$ cat src/rtl/skyhop_pkg.sv
// rtl/skyhop_pkg.sv - shared types and constants for the skyhop character datapath
// Holds the jump_ctl state encoding, geometry defaults, datapath widths and the
// key codes the game state machine decodes into jump commands.
package skyhop_pkg;

    localparam int DEF_COLS    = 8;
    localparam int DEF_COL_W   = 64;
    localparam int DEF_Y_STAND = 400;
    localparam int DEF_Y_FLOOR = 700;

    // PS/2 set-2 make codes used by the game state machine
    localparam logic [7:0] K_LEFT     = 8'h6B;
    localparam logic [7:0] K_RIGHT    = 8'h74;
    localparam logic [7:0] K_SPACEBAR = 8'h29;

    localparam int X_W  = 11;
    localparam int Y_W  = 11;
    localparam int VY_W = 5;

    typedef enum logic [2:0] {
        ST_IDLE  = 3'd0,
        ST_ARM   = 3'd1,
        ST_FLY   = 3'd2,
        ST_CHECK = 3'd3,
        ST_FALL  = 3'd4,
        ST_DOWN  = 3'd5
    } jump_state_t;

endpackage

$ cat src/rtl/jump_trajectory.sv
// rtl/jump_trajectory.sv - character position/velocity registers and per-frame step
// Ports:
//   clk, rst (async active-low), init (sync reload of start position)
//   vy_load/vy_val  load vertical speed
//   fly_step/fly_left  flight step: y += vy, vy += 1, x += -/+DX
//   fall_step          fall step: y += vy clamped at floor, vy += 1 saturating
//   snap_en/snap_x     overwrite x with a column centre
//   char_x, char_y     current pixel position
//   floor_hit          the next fall step reaches or passes the floor
module jump_trajectory
    import skyhop_pkg::*;
#(
    parameter int X_INIT  = 224,
    parameter int Y_INIT  = DEF_Y_STAND,
    parameter int Y_FLOOR = DEF_Y_FLOOR,
    parameter int DX      = 4
) (
    input  logic                   clk,
    input  logic                   rst,
    input  logic                   init,
    input  logic                   vy_load,
    input  logic signed [VY_W-1:0] vy_val,
    input  logic                   fly_step,
    input  logic                   fly_left,
    input  logic                   fall_step,
    input  logic                   snap_en,
    input  logic [X_W-1:0]         snap_x,
    output logic [X_W-1:0]         char_x,
    output logic [9:0]             char_y,
    output logic                   floor_hit
);

    localparam logic signed [VY_W-1:0] VY_MAX    = VY_W'(15);
    localparam logic signed [VY_W-1:0] VY_ONE    = VY_W'(1);
    localparam logic signed [Y_W-1:0]  Y_FLOOR_S = Y_W'(Y_FLOOR);

    logic signed [Y_W-1:0]  y;
    logic signed [Y_W-1:0]  y_sum;
    logic signed [VY_W-1:0] vy;

    // vy is sign-extended so upward (negative) speeds subtract
    assign y_sum     = y + Y_W'(vy);
    assign floor_hit = (y_sum >= Y_FLOOR_S);
    assign char_y    = y[9:0];

    always_ff @(posedge clk or negedge rst) begin
        if (!rst) begin
            char_x <= X_W'(X_INIT);
            y      <= Y_W'(Y_INIT);
            vy     <= '0;
        end else if (init) begin
            char_x <= X_W'(X_INIT);
            y      <= Y_W'(Y_INIT);
            vy     <= '0;
        end else begin
            if (vy_load) begin
                vy <= vy_val;
            end
            if (fly_step) begin
                y      <= y_sum;
                vy     <= vy + VY_ONE;
                char_x <= fly_left ? char_x - X_W'(DX) : char_x + X_W'(DX);
            end
            if (fall_step) begin
                y  <= floor_hit ? Y_FLOOR_S : y_sum;
                vy <= (vy == VY_MAX) ? vy : vy + VY_ONE;
            end
            if (snap_en) begin
                char_x <= snap_x;
            end
        end
    end

endmodule

$ cat src/rtl/jump_ctl.sv
// rtl/jump_ctl.sv - jump/fall sequencer and landing check for the skyhop character
// Build option: define SKYHOP_EDGE_WRAP_EN to make the target column wrap at the edges.
// Ports:
//   clk, rst (async active-low)
//   frame_tick            one pulse per video frame, paces all motion
//   game_init             sync reload of start position, clears jump_fail
//   jump_left/jump_right  one-cycle jump commands (ignored unless idle, or if both high)
//   layer_mask            block present per column of the current layer
//   char_x, char_y        character pixel position
//   col                   current or target column
//   busy                  in flight or falling
//   character_landed      one-cycle pulse at end of flight or fall
//   jump_fail             high from a failed landing until game_init
module jump_ctl
    import skyhop_pkg::*;
#(
    parameter int COLS      = DEF_COLS,
    parameter int COL_W     = DEF_COL_W,
    parameter int X_OFF     = 32,
    parameter int Y_STAND   = DEF_Y_STAND,
    parameter int Y_FLOOR   = DEF_Y_FLOOR,
    parameter int JUMP_V    = 8,
    parameter int DX        = 4,
    parameter int START_COL = 3
) (
    input  logic                    clk,
    input  logic                    rst,
    input  logic                    frame_tick,
    input  logic                    game_init,
    input  logic                    jump_left,
    input  logic                    jump_right,
    input  logic [COLS-1:0]         layer_mask,
    output logic [10:0]             char_x,
    output logic [9:0]              char_y,
    output logic [$clog2(COLS)-1:0] col,
    output logic                    busy,
    output logic                    character_landed,
    output logic                    jump_fail
);

    localparam int CW    = $clog2(COLS);
    localparam int CNT_W = $clog2(2*JUMP_V+1);

    localparam logic [CNT_W-1:0]       CNT_LAST  = CNT_W'(2*JUMP_V);
    localparam logic [CW-1:0]          COL_START = CW'(START_COL);
    localparam int                     X_START   = X_OFF + START_COL*COL_W;
    localparam logic signed [VY_W-1:0] VY_JUMP   = VY_W'(-JUMP_V);
    localparam logic signed [VY_W-1:0] VY_FALL   = VY_W'(1);
    localparam logic signed [CW+1:0]   T_ONE     = (CW+2)'(1);
    localparam logic signed [CW+1:0]   T_COLS    = (CW+2)'(COLS);

    jump_state_t          state;
    logic                 dir_left;
    logic [CNT_W-1:0]     cnt;
    logic                 cmd;
    logic                 start_jump;
    logic                 start_fall;
    logic                 fly_step;
    logic                 fall_step;
    logic                 floor_hit;
    logic signed [CW+1:0] t_s;
    logic                 t_in;
    logic                 t_ok;
    logic [CW-1:0]        t_col;
    logic [X_W-1:0]       snap_x;

    assign cmd        = jump_left ^ jump_right;
    assign start_fall = (state == ST_IDLE) && jump_fail;
    assign start_jump = (state == ST_IDLE) && !jump_fail && cmd;
    // the tick that releases ARM is also the first motion step
    assign fly_step   = frame_tick && ((state == ST_ARM) || (state == ST_FLY));
    assign fall_step  = frame_tick && (state == ST_FALL);

    // Target column with two guard bits so col-1 at column 0 goes negative
    // instead of aliasing to a valid column.
    always_comb begin
        t_s   = dir_left ? ($signed({2'b00, col}) - T_ONE) : ($signed({2'b00, col}) + T_ONE);
        t_in  = !t_s[CW+1] && (t_s < T_COLS);
        t_col = t_s[CW-1:0];
`ifdef SKYHOP_EDGE_WRAP_EN
        if (!t_in) begin
            t_col = t_s[CW+1] ? CW'(COLS-1) : '0;
        end
        t_ok = layer_mask[t_col];
`else
        // off-edge target is clamped only so the character is drawn on screen
        if (!t_in) begin
            t_col = t_s[CW+1] ? '0 : CW'(COLS-1);
        end
        t_ok = t_in && layer_mask[t_col];
`endif
        snap_x = X_W'(X_OFF) + X_W'(t_col) * X_W'(COL_W);
    end

    jump_trajectory #(
        .X_INIT  (X_START),
        .Y_INIT  (Y_STAND),
        .Y_FLOOR (Y_FLOOR),
        .DX      (DX)
    ) u_traj (
        .clk       (clk),
        .rst       (rst),
        .init      (game_init),
        .vy_load   (start_jump || start_fall),
        .vy_val    (start_fall ? VY_FALL : VY_JUMP),
        .fly_step  (fly_step),
        .fly_left  (dir_left),
        .fall_step (fall_step),
        .snap_en   (state == ST_CHECK),
        .snap_x    (snap_x),
        .char_x    (char_x),
        .char_y    (char_y),
        .floor_hit (floor_hit)
    );

    always_ff @(posedge clk or negedge rst) begin
        if (!rst) begin
            state            <= ST_IDLE;
            col              <= COL_START;
            busy             <= 1'b0;
            character_landed <= 1'b0;
            jump_fail        <= 1'b0;
            dir_left         <= 1'b0;
            cnt              <= '0;
        end else if (game_init) begin
            state            <= ST_IDLE;
            col              <= COL_START;
            busy             <= 1'b0;
            character_landed <= 1'b0;
            jump_fail        <= 1'b0;
            dir_left         <= 1'b0;
            cnt              <= '0;
        end else begin
            character_landed <= 1'b0;
            case (state)
                ST_IDLE: begin
                    if (jump_fail) begin
                        busy  <= 1'b1;
                        state <= ST_FALL;
                    end else if (cmd) begin
                        dir_left <= jump_left;
                        cnt      <= '0;
                        busy     <= 1'b1;
                        state    <= ST_ARM;
                    end
                end
                ST_ARM: begin
                    if (frame_tick) begin
                        cnt   <= CNT_W'(1);
                        state <= ST_FLY;
                    end
                end
                ST_FLY: begin
                    if (frame_tick) begin
                        cnt <= cnt + CNT_W'(1);
                        if (cnt == CNT_LAST) begin
                            state <= ST_CHECK;
                        end
                    end
                end
                ST_CHECK: begin
                    col              <= t_col;
                    character_landed <= 1'b1;
                    busy             <= 1'b0;
                    if (!t_ok) begin
                        jump_fail <= 1'b1;
                    end
                    state <= ST_IDLE;
                end
                ST_FALL: begin
                    if (fall_step && floor_hit) begin
                        character_landed <= 1'b1;
                        busy             <= 1'b0;
                        state            <= ST_DOWN;
                    end
                end
                ST_DOWN: begin
                    busy <= 1'b0;
                end
                default: begin
                    state <= ST_IDLE;
                end
            endcase
        end
    end

endmodule

$ cat config.mk
export PLATFORM = sky130hd
export DESIGN_NAME = jump_ctl
export DESIGN_NICKNAME = d
export VERILOG_FILES = /design/src/rtl/skyhop_pkg.sv /design/src/rtl/jump_trajectory.sv /design/src/rtl/jump_ctl.sv
export SDC_FILE = /design/constraint.sdc
export NUM_CORES = 1
export LEC_CHECK = 0
export BUFFER_PORTS_ARGS = -buffer_cell sky130_fd_sc_hd__buf_2
export CAP_MARGIN = 5
export CORE_UTILIZATION = 30
export CTS_CLUSTER_SIZE = 8
export DETAILED_ROUTE_END_ITERATION = 10
export PLACE_DENSITY_LB_ADDON = 0.3
export SYNTH_ARGS = -nofsm -noshare
export SYNTH_HDL_FRONTEND = slang
export SYNTH_HIERARCHICAL = 1
export SYNTH_SLANG_ARGS = --single-unit
$ cat constraint.sdc
create_clock -name clk -period 9.6 [get_ports clk]
set_input_delay 0.48 -clock clk [delete_from_list [all_inputs] [get_ports clk]]
set_output_delay 0.48 -clock clk [all_outputs]
set_load 0.1 [all_outputs]
==> run metrics <==
share of power burned in combinational logic 0.653; outcome finished clean; largest delay contributor family on the critical path simple AND/OR/NAND/NOR gates; Clock Latency Late Sink about 0.28 ns; area post-placement approximately 3800 µm²; Final Cell Area 3980 µm²; critical path, cell by cell ha_1 -> inv_1 -> fa_1 -> nor2b_4 -> o311a_4 -> o31a_1 -> a2111oi_4 -> nor4_2 -> o21ai_2 -> inv_1 -> nand2_1 -> a32o_1 -> nor4_4 -> mux2i_1 -> nor2_1; top-count cell post-synth nor2_1; total power per unit cell area about 340 nW/µm²; fraction of final layout cells with drive strength greater than 1 0.181; critical path endpoint category flip-flop; clock skew after layout 0.00842 ns; Clock power frac 0.127; floorplan die width between 100 and 150 µm; CTS tree yes; library cell contributing the largest single delay on the critical path fa_1; clock-pin slew reported for the worst setup and hold paths after clock tree synthesis 0.06 ns; weighted congestion at the end of routability-driven global placement 0.846; worst max-slew margin expressed relative to the limit 0.243; count of pins over their slew limit 0; average instance area after synthesis 8.49 µm²; # port buffers 40; fraction of the yosys area taken by sequential cells 0.299; data required time at the worst endpoint 9.74 ns; Total Routing Usage GR 0.138; Int Power 0.622 mW; number of cells upsized or downsized after cts 0; Post-synth top flop dfrtp_1; Synth top area share 0.240; number of enable flip-flop cells after synthesis 0; Post-Synth Adder-Cell Area 0.0923; Unique masters post-synth between 70 and 80; Final Hold Viols 0; final setup fails 0; critical path start-end classification reg -> reg; maximum operating frequency 280 MHz; multiplexer fraction of the synthesized cell area 0.0493; half-perimeter wire length after placement 6290 µm; number of buffers inserted during clock tree synthesis 5; Remaining Overflow, GRT 0; switching power as a share of total power 0.540; total number of placement rows 39; synth cell count leaders nor2_1, nand2_1, dfrtp_1, a21oi_1, inv_1; critical path arrival 3.71 ns; antenna-violating nets left 0; critical path's most frequent cell inv_1; cell taking the most area after synthesis dfrtp_1; leakage component of the power 1.83 nW; count of non-filler cells in the finished layout 595; Max-Cap Viols 0; count of routing violations after the opening detailed-route iteration 186; fraction of power consumed by sequential logic 0.220; via count of the first global-routing pass roughly 2,900; Post-synth ARST share 1.00; RSZ-0062 raised after global routing false; Critical Path Fanout Max 5; Post-Syn Area 3550 µm²; depth of the CTS H-tree 2; NetSw 0.731 mW; wire length after detailed routing approximately 8700 µm; Post CTS Setup Buffer Count 0; # fillers 1,195; Layout Area Growth over Synthesis 12.1%; Total Die Area 12,300 µm²; peak supply drop 0.000211 V; Core Footprint 11,500 µm²; Worst Hold Class in -> async; worst hold margin approximately 0.38 ns; slew at the pin closest to its max-slew limit roughly 1.1 ns; DRC violations left 0; die extent in y 111 µm; nature of the critical path startpoint flip-flop; Vias per Instance 5.19; antenna violations before repair 0; final worst setup slack 6.03 ns; count of buffering cells on the critical path with inverters included 2; global-route wire length before repair approximately 14,000 µm; root cell of the clock tree clkbuf_16; cells after synthesis 418; worst slack at placement 6.02 ns; count of boundary I/O pins 41; maximum buffer depth of the clock tree 2; synthesis-stage register bit count 42; Initial Utilization 0.310; dominant combinational cell family by area after synthesis simple AND/OR/NAND/NOR gates; placed cells 587; final net count 490; Sinks on Clock Net 42; Post-CTS Hold Fix Bufs 0; post-route minimum period 3.57 ns; count of vias placed by the detailed router 3,089; period utilisation layout 0.372; Compound-Gate Fraction of Synth Area 0.222; simple-gate area share of the yosys netlist 0.225; final setup TNS 0 ns; total number of yosys warnings 6; largest net degree at the start of global routing 43; DRT Pass-1 Iters 4; antenna diode instance count 0; biggest cell delay along the critical path 0.43 ns; routed wirelength normalized by instance count 14.5 µm; top cells by area in the synthesized netlist dfrtp_1, ha_1, dfstp_2; parity-gate share of the synthesized area counting xor and xnor cells 0.0462
## kinds of logic after synthesis
group,count (synthesis)
and+or+nand+nor,155
xor gates and xnor gates,17
AOI/OAI and AO/OA,112
buffers and inverters,48
DFF,42
adders and majority gates,25
muxes,17
other,2
## through the flow
| step | total power [mW] | utilization |
|---|---|---|
| 4_1_cts | 1.36 | 0.347 |
| 5_1_grt | 1.45 | 0.347 |
| 2_1_floorplan | 1.04 | - |
| 3_3_place_gp | 1.16 | 0.334 |
| 3_5_place_dp | 1.18 | 0.334 |
| 6_report | 1.35 | 0.347 |
## final cells by class
cell class	count	area, µm²	share of cell area
Clock buffer	7	143	0.0358
Clock inverter	1	5.00	0.00126
Inverter	25	93.8	0.0236
Multi-Input combinational cell	336	2290	0.575
Sequential cell	42	1060	0.267
Tap cell	143	179	0.0450
Timing Repair Buffer	41	208	0.0522
## worst reg2reg max path, cell delays in order (launching register included)
cell and delay, ns:
dfrtp_1 0.42, ha_1 0.22, inv_1 0.06, fa_1 0.43, nor2b_4 0.14, o311a_4 0.18
o31a_1 0.20, a2111oi_4 0.10, nor4_2 0.40, o21ai_2 0.18, inv_1 0.10, nand2_1 0.06
a32o_1 0.29, nor4_4 0.37, mux2i_1 0.23, nor2_1 0.05
## sequential cells by signal, summed over array words and instances (netlist names)
name and flops:
dir_left 1, u_traj/vy 5, busy 1, u_traj/char_x 11, col 3, jump_fail 1
state 3, u_traj/y 11, cnt 5, character_landed 1
## cell usage in the layout, fill, tap and decap left out, types with 7 or more instances in the layout
master     n
conb_1    10
nand2_1   42
nand3_1    8
buf_2     40
mux2i_1   15
nor2_1    44
o21ai_0   24
nor2b_1    7
dfstp_2    8
inv_1     25
a21oi_1   30
dfrtp_1   34
ha_1      23
o211ai_1   7
xor2_1     9
nor3_1    12
## power by group through the flow
stage | clock [mW] | combinational [mW] | sequential [mW]
after floorplan | 0 | 0.640 | 0.398
after global placement | 0 | 0.864 | 0.299
after detailed placement | 0 | 0.879 | 0.301
after CTS | 0.176 | 0.882 | 0.298
after global routing | 0.183 | 0.958 | 0.308
final | 0.172 | 0.883 | 0.298
## worst paths after layout
| path | from | to | slack (ns) | depth (start not counted) |
|---|---|---|---|---|
| min in group clk | jump_right | dir_left$_DFFE_PN0P_ | 0.48 | 3 |
| max in group asynchronous | rst | u_traj/char_x[0]$_DFFE_PN0P_ | 8.62 | 1 |
| max reg2reg | u_traj/vy[0]$_DFFE_PN0P_ | state[1]$_DFFE_PN0P_ | 6.03 | 15 |
| max | u_traj/vy[0]$_DFFE_PN0P_ | state[1]$_DFFE_PN0P_ | 6.03 | 15 |
| min | rst | u_traj/vy[0]$_DFFE_PN0P_ | 0.38 | 1 |
| min reg2reg | u_traj/char_x[0]$_DFFE_PN0P_ | u_traj/char_x[0]$_DFFE_PN0P_ | 0.52 | 2 |
## per-layer routing
layer  wire, µm  track usage
met4         50       0.0240
met2       4290        0.239
met1       4030        0.178
met3        288       0.0279
met5          0            0
Power figures use the tool's default switching activity.
